`src/rtl/data_matrix_ir_queue.sv`:
```
`default_nettype none
// ============================================================================
// Module      : data_matrix_ir_queue
// Description : DEPTH-entry instruction-register FIFO for the LC-3 datapath.
//               Captures bus words on ld_ir, presents the oldest word as ir,
//               reports occupancy and sticky overflow/underflow, and supports
//               a synchronous flush for branch/interrupt redirection.
// Revision    : 1.0 - initial release
// ============================================================================
module data_matrix_ir_queue #(
    parameter  int DW    = 16,
    parameter  int DEPTH = 4,
    localparam int AW    = $clog2(DEPTH)
) (
    input  logic          clk,
    input  logic          rst,
    input  logic [DW-1:0] bus,
    input  logic          ld_ir,
    input  logic          ir_rd,
    input  logic          flush,
    output logic [DW-1:0] ir,
    output logic [3:0]    opcode,
    output logic          ir_vld,
    output logic          ir_full,
    output logic [AW:0]   count,
    output logic          ovf,
    output logic          udf
);

    localparam logic [AW:0] C_DEPTH = (AW + 1)'(DEPTH);

    logic [DW-1:0] r_mem [DEPTH];
    logic [AW-1:0] r_wr_ptr;
    logic [AW-1:0] r_rd_ptr;
    logic [AW:0]   r_count;
    logic          r_ovf;
    logic          r_udf;

    logic          w_vld;
    logic          w_full;
    logic          w_push_ok;
    logic          w_pop_ok;

    // Status derived purely from registered occupancy.
    assign w_vld  = (r_count != '0);
    assign w_full = (r_count == C_DEPTH);

    // A push into a full queue is still taken when the head is being
    // consumed in the same cycle; a pop never bypasses a same-cycle push.
    assign w_push_ok = ld_ir && (!w_full || ir_rd);
    assign w_pop_ok  = ir_rd && w_vld;

    // Storage array; contents need no reset because ir is gated by ir_vld.
    always_ff @(posedge clk) begin
        if (!flush && w_push_ok) begin
            r_mem[r_wr_ptr] <= bus;
        end
    end

    // Pointers, occupancy and sticky error flags; flush has top priority.
    always_ff @(posedge clk or posedge rst) begin
        if (rst) begin
            r_wr_ptr <= '0;
            r_rd_ptr <= '0;
            r_count  <= '0;
            r_ovf    <= 1'b0;
            r_udf    <= 1'b0;
        end else if (flush) begin
            r_wr_ptr <= '0;
            r_rd_ptr <= '0;
            r_count  <= '0;
            r_ovf    <= 1'b0;
            r_udf    <= 1'b0;
        end else begin
            if (w_push_ok) begin
                r_wr_ptr <= r_wr_ptr + 1'b1;
            end
            if (ld_ir && !w_push_ok) begin
                r_ovf <= 1'b1;
            end
            if (w_pop_ok) begin
                r_rd_ptr <= r_rd_ptr + 1'b1;
            end
            if (ir_rd && !w_vld) begin
                r_udf <= 1'b1;
            end
            if (w_push_ok && !w_pop_ok) begin
                r_count <= r_count + 1'b1;
            end else if (w_pop_ok && !w_push_ok) begin
                r_count <= r_count - 1'b1;
            end
        end
    end

    // Head word is forced to zero whenever the queue is empty.
    assign ir      = w_vld ? r_mem[r_rd_ptr] : '0;
    assign opcode  = ir[15:12];
    assign ir_vld  = w_vld;
    assign ir_full = w_full;
    assign count   = r_count;
    assign ovf     = r_ovf;
    assign udf     = r_udf;

endmodule
`default_nettype wire

```
`config.mk`:
```
export PLATFORM = sky130hd
export DESIGN_NAME = data_matrix_ir_queue
export DESIGN_NICKNAME = d
export VERILOG_FILES = /design/src/rtl/data_matrix_ir_queue.sv
export SDC_FILE = /design/constraint.sdc
export NUM_CORES = 1
export LEC_CHECK = 0
export ABC_AREA = 1
export CORE_MARGIN = 3
export CORE_UTILIZATION = 53
export CTS_BUF_LIST = sky130_fd_sc_hd__clkbuf_16
export DETAILED_ROUTE_END_ITERATION = 6
export PLACE_DENSITY = 0.79
export REMOVE_ABC_BUFFERS = 1
export SYNTH_ARGS = -nofsm -noshare
export SYNTH_HDL_FRONTEND = slang
export SYNTH_SLANG_ARGS = --single-unit
```
`constraint.sdc`:
```
create_clock -name clk -period 2.2 [get_ports clk]
set_input_delay 0.55 -clock clk [delete_from_list [all_inputs] [get_ports clk]]
set_output_delay 0.55 -clock clk [all_outputs]
set_load 0.01 [all_outputs]
```
=== After elaboration in Yosys (flattened, before gate mapping) ===
Memories as Yosys holds them, arrays and structs flattened.
Cells that the tools add are included.

* Input port bits: 21
* Word-level logic and storage cells: 44
* Bits in latches: 0
* Memory bits (read-only): 0
* Memory bits (writable): 64
* Output and inout bits: 27
* Memories: 1
* Register bits after elaboration: 9

{| class="wikitable"
|+ Memories
! memory !! words !! bits a word !! read ports !! clocked after Yosys merged registers in !! write ports !! RTL line !! source
|-
| r_mem || 4 || 16 || 1 || 0 || 1 || 32 || <nowiki>logic [DW-1:0] r_mem [DEPTH];</nowiki>
|}

* $mul: 0
* Shifts and indexed selects: 0
* $add $sub $neg: 4
* Muxes and demuxes: 14
* Bitwise gates (word level): 0
* Magnitude comparators: 0
* Reductions and logical operators: 19
* Div/mod/pow operators: 0
* Eq/ne operators: 1

{| class="wikitable"
|+ Operator list
! cell !! count
|-
| 16-bit two-way mux || 1
|-
| 3-bit two-way mux || 3
|-
| 2-bit two-way mux || 4
|-
| 2-bit nonzero test || 4
|-
| 1-bit logical AND || 7
|-
| 1-bit two-way mux || 6
|-
| 3-bit nonzero test || 2
|-
| 1-bit zero test || 5
|-
| 2-bit by 1-bit adder with 2-bit output, second input constant || 2
|-
| 3-bit by 1-bit adder with 3-bit output, second input constant || 1
|-
| 3-bit equality test, second input constant || 1
|-
| 3-bit by 1-bit subtractor with 3-bit output, second input constant || 1
|-
| 1-bit logical OR || 1
|}

=== Depth between registers and ports, before layout ===
Gate-level depths: netlist of run 1.

* Depth after elaboration: 9
* Gate-level depth with buffers: 14

=== Worst setup path before layout of run 1 ===
No wires, ideal clock.

* Kind: input to register
* Start: input ir_rd
* End: memory r_mem[0][0], enable pin
* Data arrival time: 1,649 ps
* Library setup time: 389 ps
* Stages on the path: 6
* Slack: 163 ps
* Cells stage by stage: inv_1 -> nand3_1 -> nand2_1 -> inv_1 -> nand2_1 -> nor2_1

* Longest elaborated chain between the ends: 5

{| class="wikitable"
|+ RTL lines
! what !! RTL line !! source
|-
| start: declaration || 19 || <nowiki>input logic ir_rd,</nowiki>
|-
| 1-bit logical OR || 50 || <nowiki>assign w_push_ok = ld_ir && (!w_full || ir_rd);</nowiki>
|-
| 1-bit logical AND || 50 ||
|-
| 1-bit logical AND || 55 || <nowiki>if (!flush && w_push_ok) begin</nowiki>
|-
| 1-bit two-way mux || 55 ||
|-
| 1-bit two-way mux (implied by the code) || 56 || <nowiki>r_mem[r_wr_ptr] <= bus;</nowiki>
|-
| end: declaration || 32 ||
|}

Every way passes these cells.

=== Final worst setup path of run 1 ===
* Start: register r_rd_ptr[0]
* End: output opcode[0]

* Longest elaborated chain between the ends: 2

{| class="wikitable"
|+ RTL lines
! what !! RTL line !! source
|-
| start: declaration || 34 || <nowiki>logic [AW-1:0] r_rd_ptr;</nowiki>
|-
| start signal: assignment || 82 || <nowiki>r_rd_ptr <= r_rd_ptr + 1'b1;</nowiki>
|-
| memory read 4 x 16 bit || - ||
|-
| 16-bit two-way mux || 96 || <nowiki>assign ir = w_vld ? r_mem[r_rd_ptr] : '0;</nowiki>
|-
| end: declaration || 22 || <nowiki>output logic [3:0] opcode,</nowiki>
|}

Every way passes these cells.

==> results of run 1 <==
-- logic make-up after synthesis --
logic type	count (synthesis)	synth area share [%]
compound gates	53	8.81
fa+ha+maj	5	2.27
flops	73	69.6
simple gates	104	13.6
buf+inv	36	5.40
xor+xnor	1	0.284
-- final timing paths --
kind,start,slack [ps],endpoint
worst max-delay path,r_rd_ptr[0],-20,opcode[0]
worst min-delay path,rst,500,r_wr_ptr[1]
worst max register to register,count[2],320,count[2]
worst min register to register,udf,500,udf
max in group asynchronous,rst,1380,r_rd_ptr[0]
min in group clk,udf,500,udf
-- per-layer routing --
| layer | routed length (um) | vias up | track usage (%) |
|---|---|---|---|
| met2 | 3740 | 78 | 39.6 |
| met5 | 0 | - | 0 |
| met4 | 120 | 0 | 11.8 |
| li1 | - | 1078 | - |
| met3 | 428 | 11 | 3.36 |
| met1 | 2720 | 1063 | 26.1 |
-- registers in the layout, summed over array words and instances (netlist names) --
| name | count |
|---|---|
| count | 3 |
| ovf | 1 |
| r_mem | 64 |
| r_rd_ptr | 2 |
| r_wr_ptr | 2 |
| udf | 1 |
-- critical path: stages (launching register included) --
cell     delay (ps)
dfrtp_2         410
buf_6           150
buf_6           120
nor2_4           40
nor2_2          130
o21ai_1          90
a21oi_1         220
buf_2           170
-- synth_stat cells, types with 3 or more instances --
cell      instances  area share [%]
edfxtp_1         64              62
nand2_1          20             2.4
a21oi_1          18             2.9
ha_1              4             1.6
buf_2             5            0.81
dfrtp_1           9             7.3
nand3_1           3            0.49
buf_4             6             1.5
nor2_1           72             8.8
o21ai_0          30             4.9
o21ai_1           3            0.49
inv_1            19             2.3
-- report_power, final --
group	internal (mW)	total (mW)	switching (mW)	leakage (nW)
registers	1.61	1.67	0.0590	0.698
clock network	0.973	1.48	0.510	0.157
logic	0.849	1.89	1.04	0.809
-- per-stage QoR --
| stage | hold WS (ps) | setup TNS (ps) | setup slack [ps] | power [mW] |
|---|---|---|---|---|
| 2_1_floorplan | 378 | 0 | 124 | 2.48 |
| 3_3_place_gp | 476 | -265 | -24.6 | 3.51 |
| 3_5_place_dp | 494 | -278 | -88.2 | 3.55 |
| 4_1_cts | 497 | -83.8 | -75.4 | 5.00 |
| 5_1_grt | 529 | -228 | -43.9 | 5.29 |
| 6_report | 498 | -33.2 | -17.5 | 5.04 |
-- timing repair --
action / CTS / global route
buffers inserted: 8 / 1
resized for setup: 71 / 38
setup endpoints to repair: 21 / 19
pin swaps: 5 / 13
-- final cells by class --
| class | instances | area (um2) |
|---|---|---|
| Clock buffer | 9 | 225 |
| Inverter | 21 | 81.3 |
| Tap cell | 72 | 90.1 |
| Timing Repair Buffer | 82 | 727 |
| Sequential cell | 73 | 2150 |
| Fill cell | 363 | 1410 |
| Multi-Input combinational cell | 163 | 810 |
| Clock inverter | 7 | 80.1 |
==> metrics, run 1 <==
Std-Cell Rows 27; worst skew pair latency 330 ps; # diodes 0; Post-CTS Hold Fix Bufs 0; CTS root buf clkbuf_16; worst slew pin tran 407 ps; DP Cell Count 402; clk buf depth 2; Setup WS post-layout -17.5 ps; CP max FO 6; FMAX roughly 450 MHz; routed len/inst 16.4 um; initial antenna violation count 0; Post-synth EDFFs 64; first-pass GRT wire length 10,600 um; Max IR drop VDD 765 uV; fraction of layout cells with a size suffix above 1 23.7%; crit start category register; CP endpoint kind primary output; DIE AREA 0.00677 mm2; Avg Vias per Cell around 5.2; number of global-route vias before repair about 2,200; Most used DFF post-synth edfxtp_1; hold crit path type input port to asynchronous set/reset pin; core box area about 0.0056 mm2; Starting Density ~55%; Synth Instances 272; P_leak roughly 1.7 nW; commonest non-fill, non-tap cells in the layout nor2_1, edfxtp_1, clkdlybuf4s50_1; die height 82.3 um; Cell Count, Final, Fillers Out about 430; 1st-iter DRT viols around 120; clock-pin slew on the worst setup and hold paths 60 ps; GPL Wtd Cong 0.873; final hold violation count 0; Final Cycle Share 101%; mapped cell area 0.00308 mm2; placed cell area approximately 0.0038 mm2; YS warnings 0; Max Cap Viol 0; htree depth 3; pin count of the biggest net entering global routing 18; #FFs+latches synth 73; CTS Buf Count 9; Post-DRT Antenna Nets 0; Util after Layout 74.7%; port bufs 47; CTS tree yes; violated checks setup timing; library cells used by synthesis 25; asr flop ratio synth 12.3%; Syn Area/Cell 11.3 um2; Worst Path Arrival 1670 ps; nets 376; area growth from synthesis to layout 35.0%; DPL Wire Length between 4000 and 5000 um; Final Setup Violations 2; post-layout min period ~2200 ps; Total GRT Usage 22.4%; sequential-to-total area share from yosys stat 69.6%; RSZ-0062 raised after global routing true; post-layout instance area 0.00416 mm2; # DRC 0; crit path kind register to primary output; Max-slew headroom 72.8%; CTS sink count 73; Slew Viols, Final 0; FF-to-FF path depth 15; Critical Path RT 1650 ps; die width 82.3 um; vias after detailed routing roughly 2,200; PwrDens 1210 mW/mm2; total gr overflow 0; Ports 48; run status finished with violations; drt first pass iters 4; Clock Skew 6.95 ps; WL final 7000 um
Power figures use the tool's default switching activity.
==> run 2, diff against run 1 <==
Settings changed: GPL_TIMING_DRIVEN from default to 0, SETUP_SLACK_MARGIN from default to 0.3.
==> run 2 against run 1 <==
The flow now finishes without violations. Clock skew shrank 2.1 ps. Setup slack better by 21 ps. Register-to-register slack got worse by 20 ps. Hold slack got worse by 4.3 ps. Via count rose by 2.3%. Maximum frequency rose by 0.93%. Global-route usage is 0.40 points higher. Sequential power barely moved. Power up 4.6%. Clock-buffer cell count is the same. Sequential cell count unchanged.
==> metrics, run 2 (same netlist as run 1, synthesis figures left out) <==
run status complete, no violations; htree depth 3 (unchanged); clock-pin slew on the worst setup and hold paths 60 ps (about the same); cell-internal power 3.50 mW (+1.8%); Avg Vias per Cell 5.42 (+3.7%); clk buf depth 2 (unchanged); CTS root buf clkbuf_16; pre-CTS WS -892 ps (-804 ps); Setup TNS Final 0 ps (+33.2 ps); RSZ-0062 raised after global routing true; Total GRT Usage 22.7% (+0.40 points); # diodes 0 (unchanged); Post-CTS Hold Fix Bufs 0 (unchanged); CP max FO 7 (+1); routed len/inst 17.6 um (+7.3%); Util after Layout 77.8% (+3.1 points); commonest non-fill, non-tap cells in the layout edfxtp_1, nor2_1, clkdlybuf4s50_1; core box area 0.00557 mm2 (unchanged); Worst Path Arrival 1650 ps (-20 ps); vias after detailed routing 2,281 (+2.3%); CP endpoint kind primary output; area growth from synthesis to layout 40.6%; Slew Viols, Final 0 (unchanged); most common cell after layout, fill and taps aside edfxtp_1; FF-to-FF path depth 14 (-1); worst slew pin tran 382 ps (-25.2 ps); crit path kind register to primary output; Std-Cell Rows 27 (unchanged); initial antenna violation count 0 (unchanged); port bufs 47 (unchanged); Sequential Power Share 32.3% (-0.8 points); Max-slew headroom 74.5% (+1.7 points); # DRC 0 (unchanged); hold crit path type input port to asynchronous set/reset pin; FMAX 455 MHz (+0.93%); total gr overflow 0 (unchanged); nets 371 (-1.3%); die height 82.3 um (unchanged); PwrDens 1220 mW/mm2 (+0.43%); 1st-iter DRT viols 131 (+10%); fraction of layout cells with a size suffix above 1 32.7% (+9.0 points); clock power share 28.1% (-1.3 points); Max Cap Viol 0 (unchanged); Max IR drop VDD 891 uV (+16%); post-layout instance area 0.00434 mm2 (+4.1%); DPL Wire Length 3370 um (-17%); CTS Buf Count 9 (unchanged); GPL Wtd Cong 0.888 (+1.7%); Crit Reg-Reg Endpoint count[2]; Net Sw Frac 33.7% (+1.8 points); crit start category register; max reg flops 64 (unchanged); Setup WS post-layout 2.99 ps (+20.5 ps); Psw 1.78 mW (+11%); DIE AREA 0.00677 mm2 (unchanged); Ports 48 (unchanged); CTS tree yes; die width 82.3 um (unchanged); reg-to-reg slack, setup 300 ps (-20 ps); WL final 7410 um (+5.8%); placed cell area 0.00358 mm2 (-5.8%); Final Hold Slack 494 ps (-4.26 ps); pin count of the biggest net entering global routing 18 (unchanged); first-pass GRT wire length 10,700 um (+0.84%); number of global-route vias before repair 2,165 (-3.4%); Post-DRT Antenna Nets 0 (unchanged); Starting Density 55.3% (unchanged); Final Cycle Share 99.9% (-0.93 points); Cell Count, Final, Fillers Out 421 (-1.4%); Clock Skew 4.81 ps (-2.14 ps); power share of the combinational group 39.6% (+2.2 points); power consumption 5.27 mW (+4.6%); CTS sink count 73 (unchanged); worst skew pair latency 330 ps (about the same); R2R Path Start count[1]; drt first pass iters 4 (unchanged); DP Cell Count 377 (-6.2%); final hold violation count 0 (unchanged); Final Setup Violations 0 (-2); P_leak 1.71 nW (+2.6%); Largest Register r_mem; post-layout min period 2200 ps (-20.5 ps); Critical Path RT 1650 ps (about the same)
==> run 2: power by group through the flow <==
stage	Sequential, mW	Combinational (mW)	Clock [mW]
floorplan	1.75	0.732	0
global placement	1.77	1.48	0
detailed placement	1.77	1.52	0
CTS	1.69	1.78	1.48
global route	1.71	2.25	1.54
finish	1.70	2.09	1.48
==> run 2: final cells by class <==
| cell class | instances | area [um2] |
|---|---|---|
| timing repair buffer | 76 | 723 |
| tap | 72 | 90.1 |
| multi-input combinational | 163 | 940 |
| timing repair inverter | 1 | 20.0 |
| clock buffer | 9 | 225 |
| clock inverter | 6 | 76.3 |
| inverter | 21 | 104 |
| fill | 289 | 1240 |
| sequential | 73 | 2160 |
==> run 2: how the worst max path moves through the flow <==
stage	startpoint	endpoint	slack, ps
finish	r_rd_ptr[0]	ir[7]	3
global route	r_rd_ptr[0]	ir[7]	-40
CTS	r_rd_ptr[0]	ir[12]	40
detailed placement	r_rd_ptr[0]	ir[14]	-890
global placement	ir_rd	r_mem[1][4]	-1020
floorplan	r_rd_ptr[0]	ir[12]	120
==> run 2: repair_timing <==
action / in CTS / in global routing
resized for setup: 114 / 72
setup buffers: 20 / 8
pin swaps: 16 / 23
endpoints found under the setup margin: 89 / 26
cloned: 1 / 0
==> run 2: critical path, cell delays in order, from the launching register on <==
cell and delay [ps]:
dfrtp_4 530, buf_4 160, buf_4 130, nor2_2 120, nor2_1 50, o21ai_0 80, a21oi_1 100, buf_2 150
==> run 2: routing by layer <==
metal	vias to the layer above	routed length (um)	global-route usage (%)	share of wire [%]
met3	10	641	5.31	8.7
met1	1094	2900	27.7	39
met5	-	0	0	0
li1	1069	-	-	-
met4	0	142	15.8	1.9
met2	108	3720	35.8	50
==> run 3, diff against run 2 <==
Settings changed: CELL_PAD_IN_SITES_DETAIL_PLACEMENT from default to 1, CELL_PAD_IN_SITES_GLOBAL_PLACEMENT from default to 1, CORE_UTILIZATION 53 to 45, PLACE_DENSITY 0.79 to default, PLACE_DENSITY_LB_ADDON from default to 0.1.
Clock period 2.2 ns to 2.8 ns, I/O delays scaled along.
==> run 3 against run 2 <==
Sequential power down 22%. Global-route usage up 0.13 points. Non-clock buffer count is 10 lower. Clock power fell by 14%. Routed wire length rose by 9.9%. Register-to-register slack better by 500 ps. First-iteration DRC count increased by 31%. Utilization down 14 points. Sequential cell count is the same. Critical endpoint is now ir[14]. Largest cell class unchanged. Highest routed layer unchanged.
==> metrics, run 3 (same netlist as run 1, synthesis figures left out) <==
area growth from synthesis to layout 34.4%; R2R Path Start count[1]; Largest Register r_mem; CTS sink count 73 (unchanged); post-layout min period approximately 2400 ps; Slew Viols, Final 0 (unchanged); number of global-route vias before repair 2,437 (+13%); min-delay src udf; FMAX 411 MHz; CP startpoint r_rd_ptr[0]; Max-slew headroom 73.4% (-1.1 points); routed len/inst 19.5 um (+11%); drt first pass iters 4 (unchanged); Setup TNS Final 0 ps (unchanged); port bufs 47 (unchanged); first-pass GRT wire length 12,900 um (+20%); Avg Vias per Cell 5.37 (-0.81%); clk buf depth 2 (unchanged); Starting Density 47.5% (-7.8 points); Std-Cell Rows 29 (+7.4%); max reg flops 64 (unchanged); 1st-iter DRT viols 172 (+31%); Final Hold Slack 507 ps (+13.2 ps); power consumption 4.07 mW (-23%); Ports 48 (unchanged); CTS Buf Count 9 (unchanged); Final Setup Violations 0 (unchanged); # DRC 0 (unchanged); crit start category register; Max IR drop VDD 538 uV (-40%); P_leak 1.60 nW (-6.3%); CP endpoint kind primary output; PwrDens 982 mW/mm2 (-19%); CTS tree yes; Post-DRT Antenna Nets 0 (unchanged); nets 361 (-2.7%); die width 88.8 um (+7.9%); CTS root buf clkbuf_16; # diodes 0 (unchanged); post-layout instance area 0.00414 mm2 (-4.4%); DIE AREA 0.00788 mm2 (+16%); die height 88.8 um (+7.9%); total gr overflow 0 (unchanged); hold crit path type register to register; worst skew pair latency 330 ps (about the same); pin count of the biggest net entering global routing 18 (unchanged); final hold violation count 0 (unchanged); Post-CTS Hold Fix Bufs 0 (unchanged); Max Cap Viol 0 (unchanged); htree depth 3 (unchanged); WL final 8140 um (+9.9%); Worst Path Arrival 1730 ps (+80 ps); clock-pin slew on the worst setup and hold paths 60 ps (about the same); RSZ-0062 raised after global routing true; placed cell area 0.00362 mm2 (+1.0%); Util after Layout 63.8% (-14 points); commonest non-fill, non-tap cells in the layout nor2_1, edfxtp_1, clkdlybuf4s50_1; GPL Wtd Cong 0.788 (-11%); most common cell after layout, fill and taps aside nor2_1; worst slew pin tran 399 ps (+16.3 ps); crit path kind register to primary output; vias after detailed routing 2,241 (-1.8%); DPL Wire Length 4300 um (+28%); initial antenna violation count 0 (unchanged); fraction of layout cells with a size suffix above 1 18.8% (-14 points); core box area 0.00649 mm2 (+17%); Final Cycle Share 86.9%; run status complete, no violations; Critical Path RT 2100 ps (+450 ps); CP max FO 4 (-3); Clock Skew 3.46 ps (-1.35 ps); Total GRT Usage 22.9% (+0.13 points)
run 3: cell types whose count changed in the layout (fill, tap and decap cells not counted), moves of 5 or more:
cell             change
dlygate4sd2_1        +7
nor2_4               -5
o21ai_2              -8
buf_12               -6
o21ai_1              -6
o21ai_0             +14
buf_2               -18
nor2_1               +8
clkdlybuf4s50_1      +6
run 3: cell type report:
| type | instances | area, um2 |
|---|---|---|
| clock buffers | 9 | 225 |
| clock inverters | 7 | 110 |
| fillers | 672 | 2350 |
| inverters | 21 | 97.6 |
| multi-input cells | 163 | 815 |
| flip-flops and latches | 73 | 2160 |
| well taps | 77 | 96.3 |
| repair buffers | 66 | 631 |
| repair inverters | 1 | 11.3 |
run 3: power breakdown:
part | internal [mW] | leakage [nW] | switching (mW) | total, mW
Combinational | 0.611 | 0.740 | 0.843 | 1.45
Clock | 0.861 | 0.164 | 0.422 | 1.28
Sequential | 1.27 | 0.695 | 0.0578 | 1.33
Total | 2.74 | 1.60 | 1.32 | 4.07
run 3: path summary, 6_finish.rpt:
kind / cells after the start / slack (ps) / end
setup / recovery: 7 / 370 / ir[14]
hold / removal: 1 / 510 / udf
setup reg to reg: 13 / 800 / count[2]
hold reg to reg: 1 / 510 / udf
max in group asynchronous: 2 / 1820 / r_rd_ptr[0]
min in group asynchronous: 2 / 670 / r_rd_ptr[1]
run 3: per-stage QoR:
stage,std cells,worst slack [ps]
after floorplan,257,574
after global placement,381,-673
after detailed placement,384,-507
after CTS,415,185
after global routing,417,243
final,417,368
run 3: worst max-delay path: stages, from the launching register on:
cell and delay (ps):
dfrtp_4 460, buf_6 120, buf_6 100, nor2_1 50, nor2_1 100, o21ai_0 90, a21oi_1 200, clkdlybuf4s15_1 280
run 3: what timing repair did:
item	in CTS	in global routing
buffers inserted	14	2
setup endpoints to repair	36	39
gates cloned	1	0
gates resized for setup	44	29
pin swaps	2	7
run 3: routing by layer:
metal  global-route usage, %  part of all wire [%]  wire length (um)
met1                    27.6                    42              3390
met2                    39.9                    52              4230
met3                    4.66                   4.4               360
met4                    9.48                   2.0               163
met5                       0                     0                 0
